===== config.mk =====
export PLATFORM = sky130hd
export DESIGN_NAME = mem_load_unit_flat
export DESIGN_NICKNAME = d
export VERILOG_FILES = /design/src/rtl/mem_load_unit_pkg.sv /design/src/rtl/mem_load_unit_if.sv /design/src/rtl/mem_load_unit_load_extend.sv /design/src/rtl/mem_load_unit.sv /design/src/flat_wrapper.sv
export SDC_FILE = /design/constraint.sdc
export NUM_CORES = 1
export LEC_CHECK = 0
export CORE_MARGIN = 2
export CORE_UTILIZATION = 34
export DETAILED_ROUTE_END_ITERATION = 10
export PLACE_DENSITY_LB_ADDON = 0.25
export SYNTH_ARGS = -nofsm -noshare
export SYNTH_HDL_FRONTEND = slang
export SYNTH_SLANG_ARGS = --single-unit

===== constraint.sdc =====
create_clock -name clk -period 2.4 [get_ports clk]
set_clock_uncertainty 0.2 [all_clocks]
set_input_delay 0.24 -clock clk [delete_from_list [all_inputs] [get_ports clk]]
set_output_delay 0.24 -clock clk [all_outputs]
set_load 0.005 [all_outputs]

===== src/rtl/mem_load_unit_pkg.sv =====
// mem_load_unit_pkg: load/store funct3 codes, memory regions and IO address map.
package mem_load_unit_pkg;

    localparam logic [2:0] F3_LB  = 3'b000;
    localparam logic [2:0] F3_LH  = 3'b001;
    localparam logic [2:0] F3_LW  = 3'b010;
    localparam logic [2:0] F3_LBU = 3'b100;
    localparam logic [2:0] F3_LHU = 3'b101;

    localparam logic [31:0] IO_UART_CTRL = 32'h8000_0000;
    localparam logic [31:0] IO_UART_RX   = 32'h8000_0004;
    localparam logic [31:0] IO_CYCLE_CNT = 32'h8000_0010;
    localparam logic [31:0] IO_INSTR_CNT = 32'h8000_0014;
    localparam logic [31:0] IO_CNT_CLR   = 32'h8000_0018;

    typedef enum logic [1:0] {
        RGN_NONE = 2'd0,
        RGN_DMEM = 2'd1,
        RGN_BIOS = 2'd2,
        RGN_IO   = 2'd3
    } region_t;

    function automatic region_t decode_region(input logic [31:0] addr);
        return (addr[31:28] == 4'h1 || addr[31:28] == 4'h3) ? RGN_DMEM :
               (addr[31:28] == 4'h4) ? RGN_BIOS :
               (addr[31:28] == 4'h8) ? RGN_IO : RGN_NONE;
    endfunction

endpackage


===== src/rtl/mem_load_unit_if.sv =====
// mem_load_unit_if: memory-stage load bus between the pipeline and the load unit.
interface mem_load_unit_if;
    logic [31:0] addr;
    logic [2:0]  funct3;
    logic        is_load;
    logic        is_store;
    logic        stall;
    logic        inst_retire;
    logic [31:0] dmem_dout;
    logic [31:0] bios_dout;
    logic [7:0]  uart_rx_data;
    logic        uart_rx_valid;
    logic        uart_rx_ready;
    logic        uart_tx_ready;
    logic [31:0] load_data;
    logic        load_valid;

    modport master (
        output addr, funct3, is_load, is_store, stall, inst_retire,
        output dmem_dout, bios_dout, uart_rx_data, uart_rx_valid, uart_tx_ready,
        input  uart_rx_ready, load_data, load_valid
    );

    modport slave (
        input  addr, funct3, is_load, is_store, stall, inst_retire,
        input  dmem_dout, bios_dout, uart_rx_data, uart_rx_valid, uart_tx_ready,
        output uart_rx_ready, load_data, load_valid
    );
endinterface


===== src/rtl/mem_load_unit_load_extend.sv =====
// load_extend: selects the addressed byte/halfword of a word and sign/zero extends it.
module load_extend
    import mem_load_unit_pkg::*;
(
    input  logic [31:0] word,
    input  logic [2:0]  funct3,
    input  logic [1:0]  offset,
    output logic [31:0] result
);
    logic [7:0]  b;
    logic [15:0] h;

    always_comb begin
        b = offset[1] ? (offset[0] ? word[31:24] : word[23:16])
                      : (offset[0] ? word[15:8]  : word[7:0]);
        h = offset[1] ? word[31:16] : word[15:0];
        result = (funct3 == F3_LB)  ? {{24{b[7]}}, b} :
                 (funct3 == F3_LBU) ? {24'b0, b} :
                 (funct3 == F3_LH)  ? {{16{h[15]}}, h} :
                 (funct3 == F3_LHU) ? {16'b0, h} : word;
    end
endmodule


===== src/rtl/mem_load_unit.sv =====
// mem_load_unit: one-cycle load path over DMEM, BIOS and memory-mapped IO,
// with cycle/retired-instruction counters and a UART receive pop.
module mem_load_unit
    import mem_load_unit_pkg::*;
(
    input logic clk,
    input logic rst,
    mem_load_unit_if.slave bus
);
    logic        valid_q;
    logic [2:0]  f3_q;
    logic [1:0]  off_q;
    region_t     region_q;
    logic [31:0] io_q;
    logic [31:0] cycle_cnt;
    logic [31:0] instr_cnt;
    logic [31:0] io_word;
    logic [31:0] word;
    logic [31:0] result;
    logic        accept;
    logic        clr;

    always_comb begin
        accept = bus.is_load & ~bus.stall;
        clr = bus.is_store & ~bus.stall & (bus.addr == IO_CNT_CLR);
        io_word = (bus.addr == IO_UART_CTRL) ? {30'b0, bus.uart_rx_valid, bus.uart_tx_ready} :
                  (bus.addr == IO_UART_RX)   ? (bus.uart_rx_valid ? {24'b0, bus.uart_rx_data} : 32'b0) :
                  (bus.addr == IO_CYCLE_CNT) ? cycle_cnt :
                  (bus.addr == IO_INSTR_CNT) ? instr_cnt : 32'b0;
        word = (region_q == RGN_DMEM) ? bus.dmem_dout :
               (region_q == RGN_BIOS) ? bus.bios_dout :
               (region_q == RGN_IO)   ? io_q : 32'b0;
    end

    assign bus.uart_rx_ready = ~rst & accept & (bus.addr == IO_UART_RX) & bus.uart_rx_valid;
    assign bus.load_valid = valid_q;
    assign bus.load_data = result;

    load_extend u_ext (
        .word   (word),
        .funct3 (f3_q),
        .offset (off_q),
        .result (result)
    );

    // Counters run regardless of stall; IO word is snapshotted at acceptance.
    always_ff @(posedge clk) begin
        if (rst) begin
            valid_q   <= 1'b0;
            f3_q      <= 3'b0;
            off_q     <= 2'b0;
            region_q  <= RGN_NONE;
            io_q      <= 32'b0;
            cycle_cnt <= 32'b0;
            instr_cnt <= 32'b0;
        end else begin
            cycle_cnt <= clr ? 32'b0 : cycle_cnt + 32'd1;
            instr_cnt <= clr ? 32'b0 : instr_cnt + {31'b0, bus.inst_retire};
            if (!bus.stall) begin
                valid_q  <= bus.is_load;
                f3_q     <= bus.funct3;
                off_q    <= bus.addr[1:0];
                region_q <= bus.is_load ? decode_region(bus.addr) : RGN_NONE;
                io_q     <= io_word;
            end
        end
    end
endmodule

===== src/flat_wrapper.sv =====
// flat-port wrapper written by rule: the top's interface ports become plain ports
module mem_load_unit_flat import mem_load_unit_pkg::*;
  (clk, rst, bus_addr, bus_funct3, bus_is_load, bus_is_store, bus_stall, bus_inst_retire, bus_dmem_dout, bus_bios_dout, bus_uart_rx_data, bus_uart_rx_valid, bus_uart_tx_ready, bus_uart_rx_ready, bus_load_data, bus_load_valid);
  mem_load_unit_if bus_i ();
  input logic clk;
  input logic rst;
  input wire logic [$bits(bus_i.addr)-1:0] bus_addr;
  input wire logic [$bits(bus_i.funct3)-1:0] bus_funct3;
  input wire logic [$bits(bus_i.is_load)-1:0] bus_is_load;
  input wire logic [$bits(bus_i.is_store)-1:0] bus_is_store;
  input wire logic [$bits(bus_i.stall)-1:0] bus_stall;
  input wire logic [$bits(bus_i.inst_retire)-1:0] bus_inst_retire;
  input wire logic [$bits(bus_i.dmem_dout)-1:0] bus_dmem_dout;
  input wire logic [$bits(bus_i.bios_dout)-1:0] bus_bios_dout;
  input wire logic [$bits(bus_i.uart_rx_data)-1:0] bus_uart_rx_data;
  input wire logic [$bits(bus_i.uart_rx_valid)-1:0] bus_uart_rx_valid;
  input wire logic [$bits(bus_i.uart_tx_ready)-1:0] bus_uart_tx_ready;
  output wire logic [$bits(bus_i.uart_rx_ready)-1:0] bus_uart_rx_ready;
  output wire logic [$bits(bus_i.load_data)-1:0] bus_load_data;
  output wire logic [$bits(bus_i.load_valid)-1:0] bus_load_valid;
  assign bus_i.addr = bus_addr;
  assign bus_i.funct3 = bus_funct3;
  assign bus_i.is_load = bus_is_load;
  assign bus_i.is_store = bus_is_store;
  assign bus_i.stall = bus_stall;
  assign bus_i.inst_retire = bus_inst_retire;
  assign bus_i.dmem_dout = bus_dmem_dout;
  assign bus_i.bios_dout = bus_bios_dout;
  assign bus_i.uart_rx_data = bus_uart_rx_data;
  assign bus_i.uart_rx_valid = bus_uart_rx_valid;
  assign bus_i.uart_tx_ready = bus_uart_tx_ready;
  assign bus_uart_rx_ready = bus_i.uart_rx_ready;
  assign bus_load_data = bus_i.load_data;
  assign bus_load_valid = bus_i.load_valid;
  mem_load_unit u_core (.clk(clk), .rst(rst), .bus(bus_i));
endmodule

==> reports/summary.txt, run 1 <==
PortBufs -> 148
Seq cells post-synth -> 104
worst setup path end -> bus_load_data[22]
unrepaired setup endpoints after global routing -> true
slew margin rel. -> 51.01%
# setup viols final -> 32
final net count -> 1056
total global routing overflow -> 0
HPWL Detailed -> 15050 µm
total core area -> 0.01784 mm²
fraction of registers with async set or reset after synthesis -> 0%
first-pass GRT wire length -> 32020 µm
die area -> 0.01910 mm²
Leak -> 3.396 nW
Syn Inst Count -> 740
Initial Utilization -> 34.32%
Max Cap Viol -> 0
Yosys cell types -> 45
Mapped Area -> 0.006123 mm²
cells on worst reg2reg path -> 7
clk slew on worst S/H paths -> 0.07 ns
Hold WC Path Type -> in -> reg
Hold-fix buffers, CTS -> 0
final setup margin -> -0.4207 ns
WP data arrival -> 2.38 ns
crit end category -> output pin
Hold Fails Final Rpt -> 0
R2R setup slack -> 0.12 ns
Area Growth Syn to Fin -> 45.10%
Worst-Skew Late Latency -> 0.35 ns
Avg Inst Size Synth -> 8.275 µm²
Main synth FF type -> dfxtp_1
TritonCTS Buffers -> 9
Req. time, crit path -> 1.96 ns
fin crit period -> 2.821 ns
Total GRT Usage -> 20.64%
Die H -> 138.2 µm
DRT iter0 DRCs -> 369
final instance area -> 0.008885 mm²
fillers -> 1724
Pins Over Slew Limit -> 0
H-Tree Depth -> 3
most common cell after layout, fill and taps aside -> clkdlybuf4s50_1
IO Pins -> 149
WL per Instance -> 17.03 µm
Final period util -> 117.5%
Slew @ Worst Pin -> 0.7292 ns
Critical Path Source Type -> flip-flop
Routed Antenna Nets -> 0
Max clock buf depth -> 2
share of layout cells above drive strength 1 -> 25.03%
placed cell area -> 0.008438 mm²
number of synthesized flops with an enable pin -> 0
DRC Markers -> 0
initial antenna violation count -> 0
RePlAce Congestion -> 0.8640
pwr dens -> 421.1 mW/mm²
Worst VDD drop -> 0.3955 mV
Worst R2R End -> u_core.instr_cnt[28]$_SDFF_PP0_
most frequent cells in the layout -> 111 x clkdlybuf4s50_1, 105 x nor2_1, 102 x dfxtp_1, 76 x buf_4, 59 x nand2_1
iteration count of the initial detailed-routing pass -> 5
synth warn -> 0
Seq/Total Area, Yosys -> 34.00%
CTS tree -> done
Max Freq -> 354.5 MHz
vias per cell -> 5.292
status -> finished with violations
Post-Syn Nets -> 858
FP Rows -> 49
width of the die -> 138.2 µm
root buf cell -> clkbuf_16
vias post-DR -> 6202
largest fanout on the critical path -> 7
largest net degree at the start of global routing -> 38
Worst Setup SP -> u_core.region_q[0]$_SDFFE_PP0N_
critical path class -> reg -> out
Min Hold Slack -> 0.1704 ns
Clock Sinks -> 104
failing checks -> setup timing
drt total wl -> 19960 µm
Ant. Diodes -> 0
vias in the first global route -> 5966
Reg-to-Reg Start -> u_core.instr_cnt[0]$_SDFF_PP0_
critical path, cell delays in order, from the launching register on:
cell and delay [ns]:
dfxtp_4 0.40, mux2_4 0.31, a22o_1 0.24, mux4_2 0.52, a21oi_4 0.22, buf_6 0.18
nand2_1 0.06, clkbuf_2 0.11
per-stage QoR:
stage	util [%]	setup WS [ns]	setup TNS [ns]	power, mW	instances
final	49.80	-0.4207	-10.16	3.742	1172
after global routing	49.80	-0.4939	-12.36	3.882	1172
after CTS	49.42	-0.5284	-13.31	3.757	1171
after detailed placement	47.30	-0.5589	-30.44	2.384	1147
after global placement	47.30	-0.5121	-26.70	2.381	1147
after floorplan	-	0.01093	0	2.018	740
report_power, final:
part	leakage, nW	internal, mW	total (mW)	switching [mW]
combinational	2.43	0.347	0.602	0.255
clock	0.128	0.729	1.38	0.654
sequential	0.841	1.74	1.76	0.0182
cell type report:
type,count,area [µm²],area share [%]
tap,229,286.5,3.225
clock buffer,11,242.7,2.732
sequential,104,2087,23.49
inverter,15,56.30,0.6337
clock inverter,5,32.53,0.3661
multi-input combinational,570,4036,45.43
timing repair buffer,238,2143,24.12
synth_stat cells, drive strengths merged (16+ instances only):
cell type / instances / area [µm²]
nand2: 67 / 251.5
nor2: 106 / 397.9
a21oi: 25 / 128.9
a22o: 18 / 157.7
a22oi: 32 / 240.2
xor2: 27 / 236.5
o21ai: 20 / 100.1
mux2: 54 / 608.1
dfxtp: 104 / 2082
xnor2: 27 / 236.5
nand3: 22 / 110.1
nand4: 16 / 100.1
clkbuf: 41 / 153.9
routing by layer:
metal | up-vias | track usage [%] | wire length, µm
met5 | - | 0 | 0
met4 | 0 | 6.982 | 385
met3 | 27 | 3.014 | 854
met2 | 142 | 33.14 | 9179
met1 | 2948 | 28.54 | 9535
li1 | 3085 | - | -
kinds of logic (layout without fill, tap and decap cells):
kind of cell	count (synthesis)	count (layout)	share of synthesized area (%)
compound gates	152	152	18.00
xor+xnor	54	54	7.724
fa+ha+maj	3	3	0.6131
buf+inv	66	269	4.107
flops	104	104	34.00
mux	70	70	12.75
simple gates	291	291	22.80
worst min path at each step:
| stage | startpoint | endpoint | slack, ns | cells after the start |
|---|---|---|---|---|
| after floorplan | bus_funct3[0] | u_core.f3_q[0]$_SDFFE_PP0N_ | 0.18 | 2 |
| after global placement | u_core.bus.load_valid$_SDFFE_PP0N_ | u_core.bus.load_valid$_SDFFE_PP0N_ | 0.25 | 2 |
| after detailed placement | u_core.bus.load_valid$_SDFFE_PP0N_ | u_core.bus.load_valid$_SDFFE_PP0N_ | 0.25 | 2 |
| after CTS | bus_addr[0] | u_core.off_q[0]$_SDFFE_PP0N_ | 0.17 | 4 |
| after global routing | bus_addr[0] | u_core.off_q[0]$_SDFFE_PP0N_ | 0.18 | 4 |
| final | bus_addr[0] | u_core.off_q[0]$_SDFFE_PP0N_ | 0.17 | 4 |
state kept, by name, summed over array words and instances, names as in the netlist:
name and flops:
u_core.f3_q 3, u_core.bus.load_valid 1, u_core.instr_cnt 32, u_core.region_q 2, u_core.off_q 2, u_core.io_q 32, u_core.cycle_cnt 32
timing repair:
item / 4_1_cts / 5_1_grt
pin swaps: 13 / 11
gates cloned: 1 / 0
buffers inserted: 7 / 4
gates resized for setup: 125 / 64
setup endpoints to repair: 40 / 41
No activity file was read; power rests on OpenSTA's default activity.
==> run 2, diff against run 1 <==
Settings changed: CORE_UTILIZATION 34 to 46.
==> run 2 against run 1 <==
Net effect:
- the flow still finishes with violations (setup timing)
- sequential cell count unchanged
- fmax down 1.4%
- cell count down 4.0%
- first-iteration DRC count up 42%
- wire length up 9.6%
- sequential share of layout area down 0.31 points
- register-to-register slack worse by 0.05 ns
- critical endpoint is now bus_load_data[8]
==> reports/summary.txt, run 2 (same netlist as run 1, synthesis figures left out) <==
DRC Markers -> 0 (unchanged)
Worst VDD drop -> 0.4379 mV (+11%)
pwr dens -> 428.4 mW/mm² (+1.7%)
crit end category -> output pin
vias per cell -> 5.716 (+8.0%)
Hold Fails Final Rpt -> 0 (unchanged)
first-pass GRT wire length -> 34290 µm (+7.1%)
Max Cap Viol -> 0 (unchanged)
WL per Instance -> 19.44 µm (+14%)
Max Freq -> 349.4 MHz (-1.4%)
fillers -> 1048 (-39%)
initial antenna violation count -> 0 (unchanged)
unrepaired setup endpoints after global routing -> true
Initial Utilization -> 46.61% (+12 points)
Critical path buffers and inverters -> 4 (+2)
TritonCTS Buffers -> 9 (unchanged)
Critical Path Source Type -> flip-flop
CP max stage cell -> mux4_2
drt total wl -> 21870 µm (+9.6%)
FP Rows -> 42 (-14%)
H-Tree Depth -> 3 (unchanged)
vias in the first global route -> 6245 (+4.7%)
vias post-DR -> 6430 (+3.7%)
Min Hold Slack -> 0.1779 ns (+0.007478 ns)
Worst-Skew Late Latency -> 0.34 ns (about the same)
Area Growth Syn to Fin -> 47.04%
FF/Latch Area -> 0.002087 mm² (unchanged)
PortBufs -> 148 (unchanged)
final instance area -> 0.009004 mm² (+1.3%)
CTS tree -> done
Multi-input gate area -> 0.004119 mm² (+2.0%)
most common cell after layout, fill and taps aside -> clkdlybuf4s50_1
status -> finished with violations
iteration count of the initial detailed-routing pass -> 5 (unchanged)
# setup viols final -> 33 (+3.1%)
RePlAce Congestion -> 0.9160 (+6.0%)
Final Util -> 68.53% (+19 points)
Hold WC Path Type -> in -> reg
share of layout cells above drive strength 1 -> 27.29% (+2.3 points)
failing checks -> setup timing
Leak -> 3.499 nW (+3.0%)
critical path's most frequent cell -> buf_6
largest fanout on the critical path -> 7 (unchanged)
total core area -> 0.01314 mm² (-26%)
Slew @ Worst Pin -> 0.5653 ns (-0.1639 ns)
overall power -> 3.857 mW (+3.1%)
Routed Antenna Nets -> 0 (unchanged)
clk slew on worst S/H paths -> 0.07 ns (about the same)
slew margin rel. -> 62.31% (+11 points)
DRT iter0 DRCs -> 525 (+42%)
final net count -> 1062 (+0.57%)
final setup margin -> -0.4619 ns (-0.04117 ns)
HPWL Detailed -> 16250 µm (+8.0%)
max incr delay on CP -> 0.52 ns (about the same)
most frequent cells in the layout -> 111 x clkdlybuf4s50_1, 106 x nor2_1, 102 x dfxtp_1, 78 x buf_4, 51 x nand2_1
Die H -> 119.4 µm (-14%)
WP data arrival -> 2.42 ns (+0.04 ns)
width of the die -> 119.4 µm (-14%)
Final period util -> 119.2% (+1.7 points)
Total GRT Usage -> 30.44% (+9.8 points)
largest net degree at the start of global routing -> 40 (+5.3%)
IO Pins -> 149 (unchanged)
fin crit period -> 2.862 ns (+0.04117 ns)
die area -> 0.01425 mm² (-25%)
Hold-fix buffers, CTS -> 0 (unchanged)
placed cell area -> 0.008369 mm² (-0.82%)
Clock Sinks -> 104 (unchanged)
Pins Over Slew Limit -> 0 (unchanged)
critical path, cell by cell -> mux2_4, a22o_1, mux4_2, buf_4, nand2_4, buf_6, buf_6, o21ai_1, buf_2
Top Registers -> u_core.cycle_cnt: 32 flops, u_core.instr_cnt: 32 flops, u_core.io_q: 32 flops
TNS Setup -> -10.75 ns (-0.5933 ns)
critical path class -> reg -> out
total global routing overflow -> 0 (unchanged)
CP delay by family, top -> multiplexers
Ant. Diodes -> 0 (unchanged)
root buf cell -> clkbuf_16
Max clock buf depth -> 2 (unchanged)
Req. time, crit path -> 1.96 ns (about the same)
## run 2: area by class of cell
type	count	area share, %
multi-input combinational	570	45.75
timing repair buffer	244	24.68
sequential	104	23.18
clock buffer	11	2.696
tap	176	2.446
clock inverter	5	0.6253
inverter	15	0.6253
## run 2: metal layers
| metal | global-route usage (%) | wire, µm | vias to the layer above |
|---|---|---|---|
| li1 | - | - | 3099 |
| met1 | 41.67 | 9985 | 3089 |
| met2 | 50.25 | 10280 | 215 |
| met3 | 4.837 | 1209 | 27 |
| met4 | 7.647 | 391 | 0 |
| met5 | 0 | 0 | - |
## run 2: final timing paths
path,slack [ns],cells past startpoint,from,endpoint
max,-0.46,9,u_core.region_q[0]$_SDFFE_PP0N_,bus_load_data[8]
min,0.18,4,bus_addr[0],u_core.off_q[0]$_SDFFE_PP0N_
max reg2reg,0.07,7,u_core.instr_cnt[0]$_SDFF_PP0_,u_core.instr_cnt[28]$_SDFF_PP0_
min reg2reg,0.27,2,u_core.bus.load_valid$_SDFFE_PP0N_,u_core.bus.load_valid$_SDFFE_PP0N_
## run 2: repair_timing
action / in CTS / in global routing
setup buffers: 10 / 2
resized for setup: 172 / 50
hold endpoints to repair: 0 / 0
endpoints found under the setup margin: 43 / 40
cloned: 2 / 0
pin swaps: 11 / 11
## run 2: stage by stage
| step | cells | setup WS (ns) |
|---|---|---|
| 3_3_place_gp | 1097 | -0.5078 |
| 6_report | 1125 | -0.4619 |
| 3_5_place_dp | 1097 | -0.5344 |
| 4_1_cts | 1124 | -0.4901 |
| 5_1_grt | 1125 | -0.5437 |
| 2_1_floorplan | 740 | 0.01093 |
## run 2: worst reg2reg max path, delay by kind of cell, from the launching register on
family | cells | cell delay [ns]
simple gates | 4 | 1.29
fa+ha+maj | 2 | 0.34
compound gates | 1 | 0.11
flops | 1 | 0.33
## run 2: power by group
| part | internal (mW) | switching, mW | leakage, nW |
|---|---|---|---|
| Combinational | 0.361 | 0.276 | 2.51 |
| Sequential | 1.74 | 0.0151 | 0.841 |
| Clock | 0.836 | 0.631 | 0.145 |
| Total | 2.94 | 0.922 | 3.50 |
